<file path="config.mk">
export PLATFORM = sky130hd
export DESIGN_NAME = soft_max
export DESIGN_NICKNAME = d
export VERILOG_FILES = /design/src/rtl/soft_max.sv
export SDC_FILE = /design/constraint.sdc
export NUM_CORES = 1
export LEC_CHECK = 0
export CORE_ASPECT_RATIO = 1.5
export CORE_MARGIN = 2
export CORE_UTILIZATION = 55
export CTS_CLUSTER_SIZE = 28
export DETAILED_ROUTE_END_ITERATION = 10
export DONT_BUFFER_PORTS = 1
export PLACE_DENSITY = 0.79
export SETUP_SLACK_MARGIN = 0.15
export SYNTH_ARGS = -nofsm -noshare
export SYNTH_HDL_FRONTEND = slang
export SYNTH_SLANG_ARGS = --single-unit
</file>
<file path="constraint.sdc">
create_clock -name clk -period 9.6 [get_ports clk]
set_input_delay 0.96 -clock clk [delete_from_list [all_inputs] [get_ports clk]]
set_output_delay 0.96 -clock clk [all_outputs]
set_load 0.05 [all_outputs]
</file>
<file path="src/rtl/soft_max.sv">
// rtl/soft_max.sv - two-stage argmax over LAYER_SIZE signed scores (softmax classification stage)
module soft_max #(
  parameter int WORD_SIZE  = 16,
  parameter int LAYER_SIZE = 10
) (
  input  logic                                clk,
  input  logic                                reset,
  input  logic                                in_valid,
  input  logic signed [WORD_SIZE-1:0]         X [LAYER_SIZE],
  output logic                                out_valid,
  output logic [$clog2(LAYER_SIZE)-1:0]       Z,
  output logic signed [WORD_SIZE-1:0]         Z_max
);

  localparam int IW     = $clog2(LAYER_SIZE);
  localparam int LEVELS = $clog2(LAYER_SIZE);

  logic signed [WORD_SIZE-1:0] X_q [LAYER_SIZE];
  logic                        v1;

  // One extra slot keeps the pair read of an odd-sized level in range.
  logic signed [WORD_SIZE-1:0] tv [LAYER_SIZE+1];
  logic [IW-1:0]               ti [LAYER_SIZE+1];

  always_ff @(posedge clk or negedge reset) begin
    if (!reset) begin
      v1 <= 1'b0;
      for (int k = 0; k < LAYER_SIZE; k++) X_q[k] <= '0;
    end else begin
      v1 <= in_valid;
      if (in_valid) begin
        for (int k = 0; k < LAYER_SIZE; k++) X_q[k] <= X[k];
      end
    end
  end

  // Pairwise reduction tree, done in place: level l writes slot j from slots 2j/2j+1.
  // Left operands always carry lower indices, so strict > keeps the lowest index on ties.
  always_comb begin
    int n;
    for (int k = 0; k <= LAYER_SIZE; k++) begin
      tv[k] = '0;
      ti[k] = '0;
    end
    for (int k = 0; k < LAYER_SIZE; k++) begin
      tv[k] = X_q[k];
      ti[k] = IW'(k);
    end
    n = LAYER_SIZE;
    for (int l = 0; l < LEVELS; l++) begin
      for (int j = 0; j < (LAYER_SIZE + 1) / 2; j++) begin
        if (2 * j + 1 < n) begin
          if (tv[2*j+1] > tv[2*j]) begin
            tv[j] = tv[2*j+1];
            ti[j] = ti[2*j+1];
          end else begin
            tv[j] = tv[2*j];
            ti[j] = ti[2*j];
          end
        end else if (2 * j < n) begin
          tv[j] = tv[2*j];
          ti[j] = ti[2*j];
        end
      end
      n = (n + 1) / 2;
    end
  end

  always_ff @(posedge clk or negedge reset) begin
    if (!reset) begin
      out_valid <= 1'b0;
      Z         <= '0;
      Z_max     <= '0;
    end else begin
      out_valid <= v1;
      if (v1) begin
        Z     <= ti[0];
        Z_max <= tv[0];
      end
    end
  end

endmodule

</file>
==> flow_metrics.tcl, run 1 <==
set metrics [dict create \
    status "completed" \
    grt_util_met2 0.453 \
    hp-class "in -> async" \
    cts.sinks 182 \
    place_area_um2 12100 \
    avgSynthCellArea_um2 9.38 \
    setup_viol_count_final 0 \
    fin_crit_ns 9.12 \
    place_hpwl_mm 22.0 \
    antenna_found_initial 0 \
    crit_type "reg -> reg" \
    r2r-start "X_q[142]" \
    fmax_ghz 0.110 \
    skew_ns 0.00907 \
    numCtsBuffers 17 \
    drv_slew 0 \
    initial_core_util 0.562 \
    p_leak_nw 6.17 \
    grt_max_degree 243 \
    drive_above_1_share 0.172 \
    crit_path_end_kind "flip-flop" \
    post-route-util 0.624 \
    rows 65 \
    cap_viol_max_count 0 \
    critPathLaunchType "flip-flop" \
    use_met1 0.301 \
    period_share 0.950 \
    gp_congestion 0.961 \
    startpoint "X_q[142]" \
    clk_pin_slew_ns 0.07 \
    relSlewSlack 0.463 \
    fillers 1728 \
    worstMarginPinSlew_ns 0.803 \
    grt_overflow_total 0 \
    synth_edf_count 0 \
    arrival_ns 9.45 \
    drt-total-wl_mm 29.4 \
    instances_no_fill 1545 \
    ys.warnings.count 0 \
    syn_to_final_growth_pct 11.0 \
    drtIter0Drc 520 \
    synth-seq-cells 182 \
    crit_required_ns 9.93 \
    die_y_um 184 \
    rr_endpoint "Z_max[2]" \
    yosys-top-cells-area "dfrtp_1 (38%), ha_1 (15%), mux2_2 (9.2%)" \
    placed_cells 1496 \
    vias 9170 \
    fin_setup_tns_ns 0 \
    synth_cell_types 65 \
    grt_pass1_vias 9187 \
    synth_top_area_frac 0.385 \
    nets 1565 \
    dr.pass1.iters 5 \
    reg2reg_slack_ns 0.48 \
    io_pins 184 \
    wl_per_cell_um 19.0 \
    synthArstFlopShare 1.00 \
    clk_path_buf_depth 2 \
    hold_viol 0 \
    root_buffer "clkbuf_16" \
    drcViolationCount 0 \
    synth_top_area_cell "dfrtp_1" \
    p_total_mw 4.02 \
    ff2ff_path_depth 45 \
    track_usage 0.259 \
    synth_flop_cell "dfrtp_1" \
    design.die.area_um2 22700 \
    syn_nets 1564 \
    clk_latency_ns 0.44 \
    fin_area_um2 13100 \
    p_per_area_nw_per_um2 306 \
    vias_per_cell 5.94 \
    vdd_drop_max_mv 0.217 \
    io_buffers 0 \
    crit_slowest_cell "or4_1" \
    postSynthCellCount 1262 \
    cp_max_fo 21 \
    busiest_layer "met2" \
    grt_setup_unrepaired "false" \
    htree_levels 4 \
    syn_area_um2 11800 \
    yosysSeqAreaShare 0.385 \
    core_um2 21100 \
    grt_use_met3 0.0493 \
    die_w_um 124 \
    cts_tree "yes" \
    ant_nets 0 \
    grt_pass1_wl_mm 45.5 \
    critPathMaxStageDelay_ns 0.53 \
]
## power by group
part / internal, mW / switching [mW] / leakage (nW) / total (mW)
Clock: 0.416 / 0.312 / 0.294 / 0.728
Combinational: 0.946 / 1.24 / 3.70 / 2.19
Sequential: 0.876 / 0.228 / 2.18 / 1.10
## cells by family after synthesis
| group | synth area share |
|---|---|
| buffers and inverters | 0.0586 |
| and+or+nand+nor | 0.117 |
| adders and majority gates | 0.149 |
| muxes | 0.137 |
| xor gates and xnor gates | 0.00222 |
| AOI/OAI and AO/OA | 0.152 |
| DFF | 0.385 |
## worst max-delay path by stage
stage	end	slack (ns)	depth (start not counted)
after global placement	Z_max[3]	0.20	45
after floorplan	Z_max[1]	0.16	52
after global routing	Z_max[2]	0.08	49
final	Z_max[2]	0.48	45
after CTS	Z_max[9]	0.15	45
after detailed placement	Z_max[5]	-0.10	45
## through the flow
stage	hold WS, ns	setup slack, ns
6_report	0.224	0.475
5_1_grt	0.203	0.0831
4_1_cts	0.208	0.152
3_5_place_dp	0.531	-0.100
3_3_place_gp	0.523	0.204
2_1_floorplan	0.468	0.156
## layout make-up
type	count	area (um^2)	area share
Antenna cell	1	2.50	0.000190
Clock buffer	21	480	0.0366
Clock inverter	11	135	0.0103
Inverter	129	484	0.0368
Multi-Input combinational cell	902	6880	0.524
Sequential cell	182	4550	0.347
Tap cell	268	335	0.0255
Timing Repair Buffer	31	270	0.0206
## timing repair
item	4_1_cts	5_1_grt
setup endpoints to repair	20	20
hold buffers	0	0
resized for setup	7	75
pin swaps	0	15
cloned	0	3
buffers inserted	0	13
## critical path, delay by kind of cell (launching register included)
family / cells / cell delay [ns]
AO/OA/AOI/OAI: 16 / 3.10
adder cells (fa/ha/maj): 4 / 1.19
buffers and inverters: 7 / 1.06
flip-flops: 1 / 0.43
multiplexers: 5 / 1.38
AND/OR/NAND/NOR: 13 / 1.87
## flip-flops by register name, indices dropped and copies added (netlist names)
name       cells
out_valid      1
v1             1
X_q          160
Z              4
Z_max         16
## cell usage after synthesis, types with 5 or more instances
cell / number
a211oi_1: 5
a21o_1: 11
a21oi_1: 92
a31oi_1: 17
and2_1: 6
buf_1: 10
clkbuf_1: 37
dfrtp_1: 182
ha_1: 139
inv_1: 129
mux2_2: 97
mux2i_1: 51
nand2_1: 129
nand2b_1: 10
nand3_1: 7
nand4_1: 23
nor2_1: 61
nor2b_1: 28
nor3_1: 11
nor4_1: 5
o211ai_1: 6
o21a_1: 11
o21ai_0: 126
o21ai_1: 6
## layout by cell type, fill, tap and decap left out, types with 3 or more instances in the layout
cell,instances
clkinvlp_4,3
nor3_1,10
nand2_1,128
nor2_1,60
a211oi_2,3
nor4_1,3
buf_6,3
nand3_1,7
mux2i_1,42
o21ai_2,5
nand4_1,23
a21o_1,11
buf_4,24
clkbuf_8,4
o21ai_0,112
mux2i_2,3
mux2_2,97
a31oi_1,15
mux2i_4,6
or3_1,4
and4_1,4
nor2b_1,28
o211ai_1,6
nand2b_1,9
o221ai_1,3
a21oi_2,10
and2_1,5
dfrtp_1,182
a211oi_1,3
ha_1,137
o21ai_1,15
o21a_1,11
inv_1,127
clkbuf_16,17
inv_6,5
xnor2_1,3
a21oi_1,83
## routing by layer
layer / vias to the layer above / share of wire
met5: - / 0
met4: 0 / 0.041
met3: 75 / 0.047
met2: 255 / 0.52
met1: 4381 / 0.39
li1: 4459 / -
Note: power is estimated with default switching activity, not from simulation.
==> inputs of run 2 (changes only) <==
HOLD_SLACK_MARGIN = 0.1   (was not set)
==> results of run 2 <==
Same layout as run 1: the final DEF is identical, and so are final timing and power.
==> inputs of run 3 (changes only) <==
CORE_ASPECT_RATIO = 0.8   (was 1.5)
CORE_UTILIZATION = 59   (was 55)
PLACE_DENSITY = 0.84   (was 0.79)
SLEW_MARGIN = 20   (was not set)
==> run 3 against run 2 <==
Sequential power is essentially flat. Count of clock-buffer cells in the layout shrank 1. Critical path depth grew 1. Power grew 4.0%. Highest routed layer unchanged.
==> flow_metrics.tcl, run 3 (synthesis results as in run 1) <==
set metrics [dict create \
    status "completed" \
    grt_pass1_wl_mm 45.7 \
    drtIter0Drc 759 \
    initial_core_util 0.600 \
    critPathLaunchType "flip-flop" \
    ff2ff_path_depth 46 \
    numCtsBuffers 17 \
    reg2reg_slack_ns 0.38 \
    place_hpwl_mm 22.3 \
    vdd_drop_max_mv 0.398 \
    dr.pass1.iters 5 \
    clk_pin_slew_ns 0.07 \
    hold_buffers 0 \
    crit_path_end_kind "flip-flop" \
    die_y_um 131 \
    grt_max_degree 243 \
    most-common-layout-cells "dfrtp_1 (180), ha_1 (134), inv_1 (129)" \
    antenna_found_initial 0 \
    vias_per_cell 6.08 \
    die_w_um 162 \
    nets 1569 \
    largest-register "X_q" \
    biggestRegsByFlops "X_q (160), Z_max (16), Z (4)" \
    clk_path_buf_depth 2 \
    hp-class "in -> async" \
    design.die.area_um2 21200 \
    period_share 0.960 \
    core_um2 19700 \
    largest_reg_flops 160 \
    crit_required_ns 9.95 \
    relSlewSlack 0.242 \
    setup_viol_count_final 0 \
    p_per_area_nw_per_um2 313 \
    r2r-start "X_q[141]" \
    arrival_ns 9.57 \
    cts.sinks 182 \
    drt-total-wl_mm 30.8 \
    drv_slew 0 \
    crit_type "reg -> reg" \
    grt_overflow_total 0 \
    htree_levels 4 \
    ant_nets 0 \
    placed_cells 1489 \
    p_leak_nw 6.25 \
    grt_pass1_vias 8747 \
    cts_tree "yes" \
    crit_top_cell "a21oi_1" \
    track_usage 0.278 \
    io_buffers 0 \
    hold_viol 0 \
    instances_no_fill 1545 \
    root_buffer "clkbuf_16" \
    critPathMaxStageDelay_ns 0.53 \
    layout.cells.most_common "dfrtp_1" \
    crit_slowest_cell "or4_4" \
    io_pins 184 \
    wl_per_cell_um 20.0 \
    worstMarginPinSlew_ns 1.14 \
    fmax_ghz 0.109 \
    holdWs_ns 0.204 \
    drcViolationCount 0 \
    rr_endpoint "Z[0]" \
    clk_latency_ns 0.45 \
    gp_congestion 0.946 \
    cap_viol_max_count 0 \
    vias 9395 \
    skew_ns 0.0119 \
    rows 46 \
    syn_to_final_growth_pct 12.6 \
    cp_max_fo 8 \
    fin_crit_ns 9.22 \
    drive_above_1_share 0.184 \
]
==> run 3: cell count changes in the layout (fill, tap and decap cells not counted), sizes merged <==
cell,delta
clkinv,+1
clkbuf,-1
nand3,+1
bufinv,+2
inv,-1
buf,+4
clkdlybuf4s15,-1
clkinvlp,-1
==> run 3: where the power goes <==
part | switching, mW | internal (mW)
combinational | 1.29 | 0.992
clock | 0.324 | 0.461
sequential | 0.234 | 0.876
total | 1.85 | 2.33
==> run 3: routing by layer <==
layer / share of wire / global-route usage / vias up
li1: - / - / 4470
met1: 0.46 / 0.401 / 4547
met2: 0.44 / 0.424 / 341
met3: 0.088 / 0.0682 / 37
met4: 0.014 / 0.0729 / 0
met5: 0 / 0 / -
==> run 3: worst max-delay path: cells and delay by family, from the launching register on <==
family / cells / cell delay [ns]
AO/OA/AOI/OAI: 25 / 4.66
AND/OR/NAND/NOR: 13 / 2.06
adder cells (fa/ha/maj): 4 / 1.21
buffers and inverters: 3 / 0.47
flip-flops: 1 / 0.42
multiplexers: 1 / 0.31
==> run 3: layout make-up <==
class                           instances  area [um^2]
Antenna cell                            1         2.50
Clock inverter                         12          188
Fill cell                            1482         6400
Multi-Input combinational cell        903         7000
Tap cell                              264          330
Clock buffer                           20          467
Sequential cell                       182         4560
Inverter                              129          484
Timing Repair Buffer                   34          314
==> run 3: what timing repair did <==
action | 4_1_cts | 5_1_grt
buffers inserted | 1 | 17
pin swaps | 1 | 12
endpoints found under the hold margin | 0 | 0
gates cloned | 0 | 5
setup endpoints to repair | 19 | 20
gates resized for setup | 11 | 100
==> run 3: worst max-delay path by stage <==
stage / from / endpoint / slack, ns / depth (start not counted)
finish: X_q[141] / Z[0] / 0.38 / 46
global route: X_q[141] / Z[0] / -0.03 / 47
CTS: X_q[77] / Z[0] / 0.16 / 47
detailed placement: X_q[111] / Z[0] / -0.002 / 45
global placement: X_q[49] / Z[0] / 0.25 / 43
floorplan: X_q[46] / Z_max[1] / 0.16 / 52
==> run 3: metrics by stage <==
stage | utilization | setup slack [ns] | cell area, um^2 | total power, mW | setup TNS, ns
after floorplan | - | 0.156 | 11800 | 2.57 | 0
after global placement | 0.611 | 0.247 | 12100 | 2.94 | 0
after detailed placement | 0.611 | -0.00178 | 12100 | 3.00 | -0.00178
after CTS | 0.647 | 0.157 | 12800 | 3.83 | 0
after global routing | 0.675 | -0.0277 | 13300 | 4.43 | -0.0940
final | 0.676 | 0.384 | 13300 | 4.18 | 0
